$ cat src/rtl/tdes_loader.sv
// tdes_loader: assembles key/data frames from a byte stream for a triple-DES core.
//
// Frame: header byte (bit1 = keys follow, bit0 = encrypt), optional 16 key
// bytes (key1 then key2, 8 bytes each), then 8 data bytes (MSB first).
//
// Ports:
//   clk, rst          clock, synchronous active-high reset
//   in_byte/in_valid  serial byte input, transfers when in_valid && in_ready
//   in_ready          loader can accept a byte (low while a block is presented)
//   key1/key2         committed 56-bit parity-stripped keys
//   e                 direction for the presented block (1 = encrypt)
//   intext            assembled 64-bit block
//   blk_valid/ready   block handshake towards the core
//   keys_loaded       a key pair has been committed since reset
//   err/err_code      one-cycle error pulse; code 01 = key parity, 10 = no keys
module tdes_loader #(
    parameter bit CHECK_PARITY = 1'b1
) (
    input  logic        clk,
    input  logic        rst,
    input  logic [7:0]  in_byte,
    input  logic        in_valid,
    output logic        in_ready,
    output logic [55:0] key1,
    output logic [55:0] key2,
    output logic        e,
    output logic [63:0] intext,
    output logic        blk_valid,
    input  logic        blk_ready,
    output logic        keys_loaded,
    output logic        err,
    output logic [1:0]  err_code
);

    localparam int unsigned KEY_W = 56;
    localparam int unsigned SH_W  = 56;

    localparam logic [1:0] CODE_PARITY = 2'b01;
    localparam logic [1:0] CODE_NOKEY  = 2'b10;

    typedef enum logic [2:0] {
        S_IDLE,
        S_KEY,
        S_DATA,
        S_OUT,
        S_DROP
    } state_t;

    state_t           state;
    logic [3:0]       cnt;
    logic             frame_err;
    logic             hdr_e;
    logic [KEY_W-1:0] key_sh1;
    logic [KEY_W-1:0] key_sh2;
    logic [SH_W-1:0]  data_sh;

    logic xfer;
    logic par_bad;

    // A byte moves only on the handshake; odd parity is the valid DES key byte.
    assign xfer    = in_valid && in_ready;
    assign par_bad = CHECK_PARITY && !(^in_byte);

    // Frame sequencer with registered outputs.
    always_ff @(posedge clk) begin
        if (rst) begin
            state       <= S_IDLE;
            cnt         <= 4'd0;
            frame_err   <= 1'b0;
            hdr_e       <= 1'b0;
            key_sh1     <= '0;
            key_sh2     <= '0;
            data_sh     <= '0;
            in_ready    <= 1'b1;
            key1        <= '0;
            key2        <= '0;
            e           <= 1'b0;
            intext      <= '0;
            blk_valid   <= 1'b0;
            keys_loaded <= 1'b0;
            err         <= 1'b0;
            err_code    <= 2'b00;
        end else begin
            err <= 1'b0;
            case (state)
                S_IDLE: begin
                    if (xfer) begin
                        hdr_e     <= in_byte[0];
                        cnt       <= 4'd0;
                        frame_err <= 1'b0;
                        if (in_byte[1]) begin
                            state <= S_KEY;
                        end else if (keys_loaded) begin
                            state <= S_DATA;
                        end else begin
                            state    <= S_DROP;
                            err      <= 1'b1;
                            err_code <= CODE_NOKEY;
                        end
                    end
                end

                S_KEY: begin
                    if (xfer) begin
                        // Parity bit 0 is dropped; first byte lands in the top 7 bits.
                        if (!cnt[3]) begin
                            key_sh1 <= {key_sh1[KEY_W-8:0], in_byte[7:1]};
                        end else begin
                            key_sh2 <= {key_sh2[KEY_W-8:0], in_byte[7:1]};
                        end
                        if (par_bad) begin
                            frame_err <= 1'b1;
                        end
                        if (cnt == 4'd15) begin
                            cnt <= 4'd0;
                            // Last byte's parity is folded in here, not via frame_err.
                            if (frame_err || par_bad) begin
                                state    <= S_DROP;
                                err      <= 1'b1;
                                err_code <= CODE_PARITY;
                            end else begin
                                key1        <= key_sh1;
                                key2        <= {key_sh2[KEY_W-8:0], in_byte[7:1]};
                                keys_loaded <= 1'b1;
                                state       <= S_DATA;
                            end
                        end else begin
                            cnt <= cnt + 4'd1;
                        end
                    end
                end

                S_DATA: begin
                    if (xfer) begin
                        data_sh <= {data_sh[SH_W-9:0], in_byte};
                        if (cnt == 4'd7) begin
                            cnt       <= 4'd0;
                            intext    <= {data_sh, in_byte};
                            e         <= hdr_e;
                            blk_valid <= 1'b1;
                            in_ready  <= 1'b0;
                            state     <= S_OUT;
                        end else begin
                            cnt <= cnt + 4'd1;
                        end
                    end
                end

                S_OUT: begin
                    if (blk_ready) begin
                        blk_valid <= 1'b0;
                        in_ready  <= 1'b1;
                        state     <= S_IDLE;
                    end
                end

                S_DROP: begin
                    if (xfer) begin
                        if (cnt == 4'd7) begin
                            cnt   <= 4'd0;
                            state <= S_IDLE;
                        end else begin
                            cnt <= cnt + 4'd1;
                        end
                    end
                end

                default: begin
                    state    <= S_IDLE;
                    cnt      <= 4'd0;
                    in_ready <= 1'b1;
                end
            endcase
        end
    end

endmodule

$ cat config.mk
export PLATFORM = sky130hd
export DESIGN_NAME = tdes_loader
export DESIGN_NICKNAME = d
export VERILOG_FILES = /design/src/rtl/tdes_loader.sv
export SDC_FILE = /design/constraint.sdc
export NUM_CORES = 1
export LEC_CHECK = 0
export CAP_MARGIN = 20
export CORE_UTILIZATION = 30
export DETAILED_ROUTE_END_ITERATION = 10
export SLEW_MARGIN = 10
export SYNTH_ARGS = -nofsm -noshare
export SYNTH_HDL_FRONTEND = slang
export SYNTH_SLANG_ARGS = --single-unit
$ cat constraint.sdc
create_clock -name clk -period 2.39 [get_ports clk]
set_input_delay 0.3585 -clock clk [delete_from_list [all_inputs] [get_ports clk]]
set_output_delay 0.3585 -clock clk [all_outputs]
set_load 0.02 [all_outputs]
# [Yosys cells after proc, flatten, opt, wreduce, memory -nomap -nowiden]
# Cells that the tools add are included.
# W data, S select, Z words.
[word_totals] wordCells=105 inputBits=12 output_inout_bits=183 ff_bits=353
[classes] n_eq_ne=19 mux=44 reduce_logical=21 addsub=1 bitwise=4
[op_table] op="$mux W3" n=11
[op_table] op="$ne A2 B2 Y1 const B" n=12
[op_table] op="$mux W4" n=5
[op_table] op="$reduce_and A4 Y1" n=5
[op_table] op="$pmux W4 S4" n=1
[op_table] op="$mux W1" n=15
[op_table] op="$pmux W3 S5" n=1
[op_table] op="$mux W2" n=6
[op_table] op="$reduce_and A3 Y1" n=3
[op_table] op="$reduce_and A8 Y1" n=1
[op_table] op="$reduce_xor A8 Y1" n=1
[op_table] op="$reduce_and A7 Y1" n=1
[op_table] op="$eq A3 B2 Y1 const B" n=2
[op_table] op="$pmux W1 S2" n=3
[op_table] op="$add A4 B1 Y4 const B" n=1
[op_table] op="$eq A4 B3 Y1 const B" n=1
[op_table] op="$eq A4 B4 Y1 const B" n=1
[op_table] op="$not A1 Y1" n=4
[op_table] op="$pmux W2 S2" n=1
[op_table] op="$reduce_and A2 Y1" n=2
[op_table] op="$reduce_bool A2 Y1" n=2
[op_table] op="$eq A3 B1 Y1 const B" n=1
[op_table] op="$eq A3 B3 Y1 const B" n=1
[op_table] op="$logic_not A3 Y1" n=1
[op_table] op="other kinds (7)" n=7

# [Logic depth before layout (Yosys ltp)]
[logic_depth] depth_word=7 mapped_depth=10 mapped_depth_nobuf=6

# [Worst setup path before layout]
# No wires, ideal clock.
[synth_path] path_type="flip-flop to flip-flop" start="register state[0]" end="register key1[0]" path_stages_with_launch=10 t_required_ns=2.258 arrival_time_ns=1.846 synth_period_minus_slack_ns=1.978 setup_time_ns=0.132 n_path_buf=4 path_slack_ns=0.412 cell_sequence="dfxtp_1 > buf_2 > or3b_1 > clkbuf_1 > nor2_2 > nand2_1 > clkbuf_1 > buf_2 > o31ai_1 > a21oi_1"
[synth_via] elab_chain_len=2
[synth_lines] item="start, declared" line="49" source="state_t state;"
[synth_lines] item="start signal, assigned" line="67" source="state <= S_IDLE;"
[synth_lines] item="start signal, assigned" line="92" source="state <= S_KEY;"
[synth_lines] item="start signal, assigned" line="94" source="state <= S_DATA;"
[synth_lines] item="$eq A3 B1 Y1" line="85" source="case (state)"
[synth_lines] item="$reduce_and A4 Y1 (no source line)"
[synth_lines] item="end signal, assigned" line="122" source="key1 <= key_sh1;"
[synth_lines] item="end, declared" line="24" source="output logic [55:0] key1,"
# No other way between the ends.
# A chain may end at the register's enable or synchronous reset.

# [Worst setup path after layout]
[layout_path] start="input port in_byte[7]" end="register key2[21]"
[layout_via] elab_chain_len=5
[layout_lines] item="start, declared" line="21" source="input logic [7:0] in_byte,"
[layout_lines] item="$reduce_xor A8 Y1" line="62" source="assign par_bad = CHECK_PARITY && !(^in_byte);"
[layout_lines] item="$logic_not A1 Y1" line="62"
[layout_lines] item="$logic_or A1 B1 Y1" line="117" source="if (frame_err || par_bad) begin"
[layout_lines] item="$not A1 Y1 (no source line)"
[layout_lines] item="$reduce_and A4 Y1 (no source line)"
[layout_lines] item="end signal, assigned" line="123" source="key2 <= {key_sh2[KEY_W-8:0], in_byte[7:1]};"
[layout_lines] item="end, declared" line="25" source="output logic [55:0] key2,"
# No other way between the ends.

==> results.ini <==
[placed_design]
dp_hpwl_um=24900
portBuffers=194
place.gp.congestion=0.801

[sta]
finalCritPeriodShare_pct=85.4
worst_pin_slew_ps=622
final.setup_skew_ps=16.1
setup_viol_count_final=0
slew_viol_final=0
hold_viol=0
max-slew-margin-rel_pct=58.5
hold_ws_ps=219
period_needed_ps=2040
clock.fmax_ghz=0.490
rsz0062_at_grt=false

[clock_tree]
cts_sinks=353
clk_pin_slew_ps=60
cts_buffers=39
clock_latency_ps=550
cts_tree=done
clockRootBuffer=clkbuf_16
cts-htree-levels=2
cts_setup_buffers=0
post_cts_resized=0
cts_hold_buf=0
clockBufferDepth=3

[layout]
fin_nets=1768
syn_to_final_growth_pct=30.6
seq_area_um2=7070
diodes=0
drive_gt1_share_pct=7.13
fillers=4376
multi_input_area_um2=5580

[synthesis]
synth-seq-cells=353
synth_top_family_by_area=compound AO/OA/AOI/OAI gates
synth_nets=1651
synth_warnings=0
synthDistinctLibCells=41
synth_edf_count=0
synth_adder_area_share_pct=0.0942
synthSimpleGateAreaFrac_pct=19.9
synth_xor_area_share_pct=0.659
synth.cell_area_um2=13300
synth_cells=1638
synthArstFlopShare_pct=0
syn_area_per_cell_um2=8.11
yosysSeqAreaShare_pct=53.2
synth_mux_area_share_pct=0.160
ys.flop_type=dfxtp_1
synth-compound-area-share_pct=20.7

[drt]
ant_nets=0
drt-initial-drc-count=906
totalWireLength_um=40400
drc=0
firstDrtPassIters=7
vias_per_cell=5.09
vias=12100
wl_per_cell_um=17.1

[worst_setup_path]
reg2reg_slack_ps=390
path_buf_inv=4
cp.required_ps=2860
crit_start=in_byte[7]
cpPeakStageDelay_ps=490
crit_family=buffers and inverters
critPathLaunchType=input pin
crit_arrival_ps=2510
r2r_start=state[2]
crit_type=in2reg
crit_slowest_cell=clkdlybuf4s50_1
crit_fanout=37
path_cells=clkdlybuf4s50_1 > xnor2_1 > xnor2_1 > buf_4 > xnor2_2 > buf_12 > buf_12 > nand4_1 > a21oi_1
cp-end-kind=register

[floorplanning]
io_pins=195
dieArea_um2=45100
core-area_um2=43400
num_rows=76
fp.dieW_um=212
start_util_pct=30.6
die_h_um=212

[worst_hold_path]
min_path_type=in2reg
min-delay-start=rst

[status]
status=completed

[power]
design_power_total_mw=13.3
powerDensity_nw_per_um2=767
leakagePower_nw=5.38
peakVddDrop_uv=400

[run]
cap_violations=0

[global_routing]
grt_max_degree=117
grt_overflow=0
grt_antenna_before_repair=0
grt_pass1_vias=11300
grt_pass1_wl_um=63700
track_usage_pct=17.6

-- layout make-up --
class                   instances  area share (%)
repair buffers                246            15.5
flip-flops and latches        353            40.7
multi-input cells            1111            32.2
well taps                     585            4.22
inverters                       4          0.0937
clock inverters                10           0.815
clock buffers                  57            6.48
-- synthesized netlist by cell type (2+ instances only) --
cell type,count,share of area [%]
nor2b_1,2,0.094
nor3_1,11,0.41
buf_1,11,0.31
xnor2_1,6,0.40
inv_1,3,0.085
and3_1,2,0.094
xor2_1,4,0.26
nand2b_1,2,0.094
buf_2,33,1.2
dfxtp_1,353,53
and2_1,2,0.094
o21ai_0,7,0.26
o31ai_1,116,6.6
nand3_1,4,0.15
buf_4,2,0.11
nor2_1,11,0.31
nand4_1,112,5.3
a21oi_1,350,13
or3_1,2,0.094
clkbuf_1,124,3.5
nand2_1,461,13
-- flip-flops by register name, summed over array words and instances, names as in the netlist, 2 cells and up --
signal	cells
err_code	2
key_sh1	56
data_sh	56
cnt	4
state	3
key_sh2	49
key2	56
key1	56
intext	64
-- cell families after synthesis --
logic type,count (synthesis)
adders and majority gates,1
DFF,353
xor gates and xnor gates,10
and+or+nand+nor,614
muxes,2
buffers and inverters,174
AOI/OAI and AO/OA,484
-- metal layers --
layer | vias to the layer above | share of wire [%] | global-route usage [%]
met1 | 5744 | 46 | 24.5
met2 | 324 | 45 | 26.8
met4 | 0 | 2.2 | 4.89
li1 | 5927 | - | -
met5 | - | 0 | 0
met3 | 56 | 6.7 | 4.55
-- report_power, final --
group          internal, mW  total [mW]  switching (mW)
Clock                  3.50        5.93            2.44
Sequential             5.91        5.93          0.0201
Combinational         0.420        1.45            1.03
Total                  9.83        13.3            3.48
-- final timing paths --
kind                endpoint  cells past startpoint
hold / removal    intext[31]                      2
setup / recovery    key2[21]                      9
setup reg to reg    key2[30]                      6
hold reg to reg   intext[47]                      2
-- through the flow --
| stage | instance area [um^2] | worst slack [ps] | util (%) | TNS [ps] | instances |
|---|---|---|---|---|---|
| floorplan | 13300 | 412 | - | 0 | 1638 |
| global placement | 16100 | -252 | 37.1 | -19730 | 2299 |
| detailed placement | 16100 | -216 | 37.1 | -14870 | 2299 |
| CTS | 17400 | 302 | 40.0 | 0 | 2366 |
| global route | 17400 | 243 | 40.0 | 0 | 2366 |
| finish | 17400 | 350 | 40.0 | 0 | 2366 |
-- cells in the final DEF (no fill, tap or decap), types with 3 or more instances in the layout --
cell / netlist / routed
nand4_1: 112 / 112
dfxtp_1: 353 / 352
clkdlybuf4s50_1: 0 / 193
clkinv_2: 0 / 5
nor2_1: 11 / 10
nor3_1: 11 / 10
xor2_1: 4 / 3
clkbuf_8: 0 / 8
nand2_1: 461 / 460
nand3_1: 4 / 3
buf_4: 2 / 24
inv_1: 3 / 3
o31ai_1: 116 / 116
buf_12: 0 / 28
xnor2_1: 6 / 5
clkbuf_16: 0 / 39
a21oi_1: 350 / 350
o21ai_0: 7 / 7
clkbuf_1: 124 / 10
Note: power is estimated with default switching activity, not from simulation.
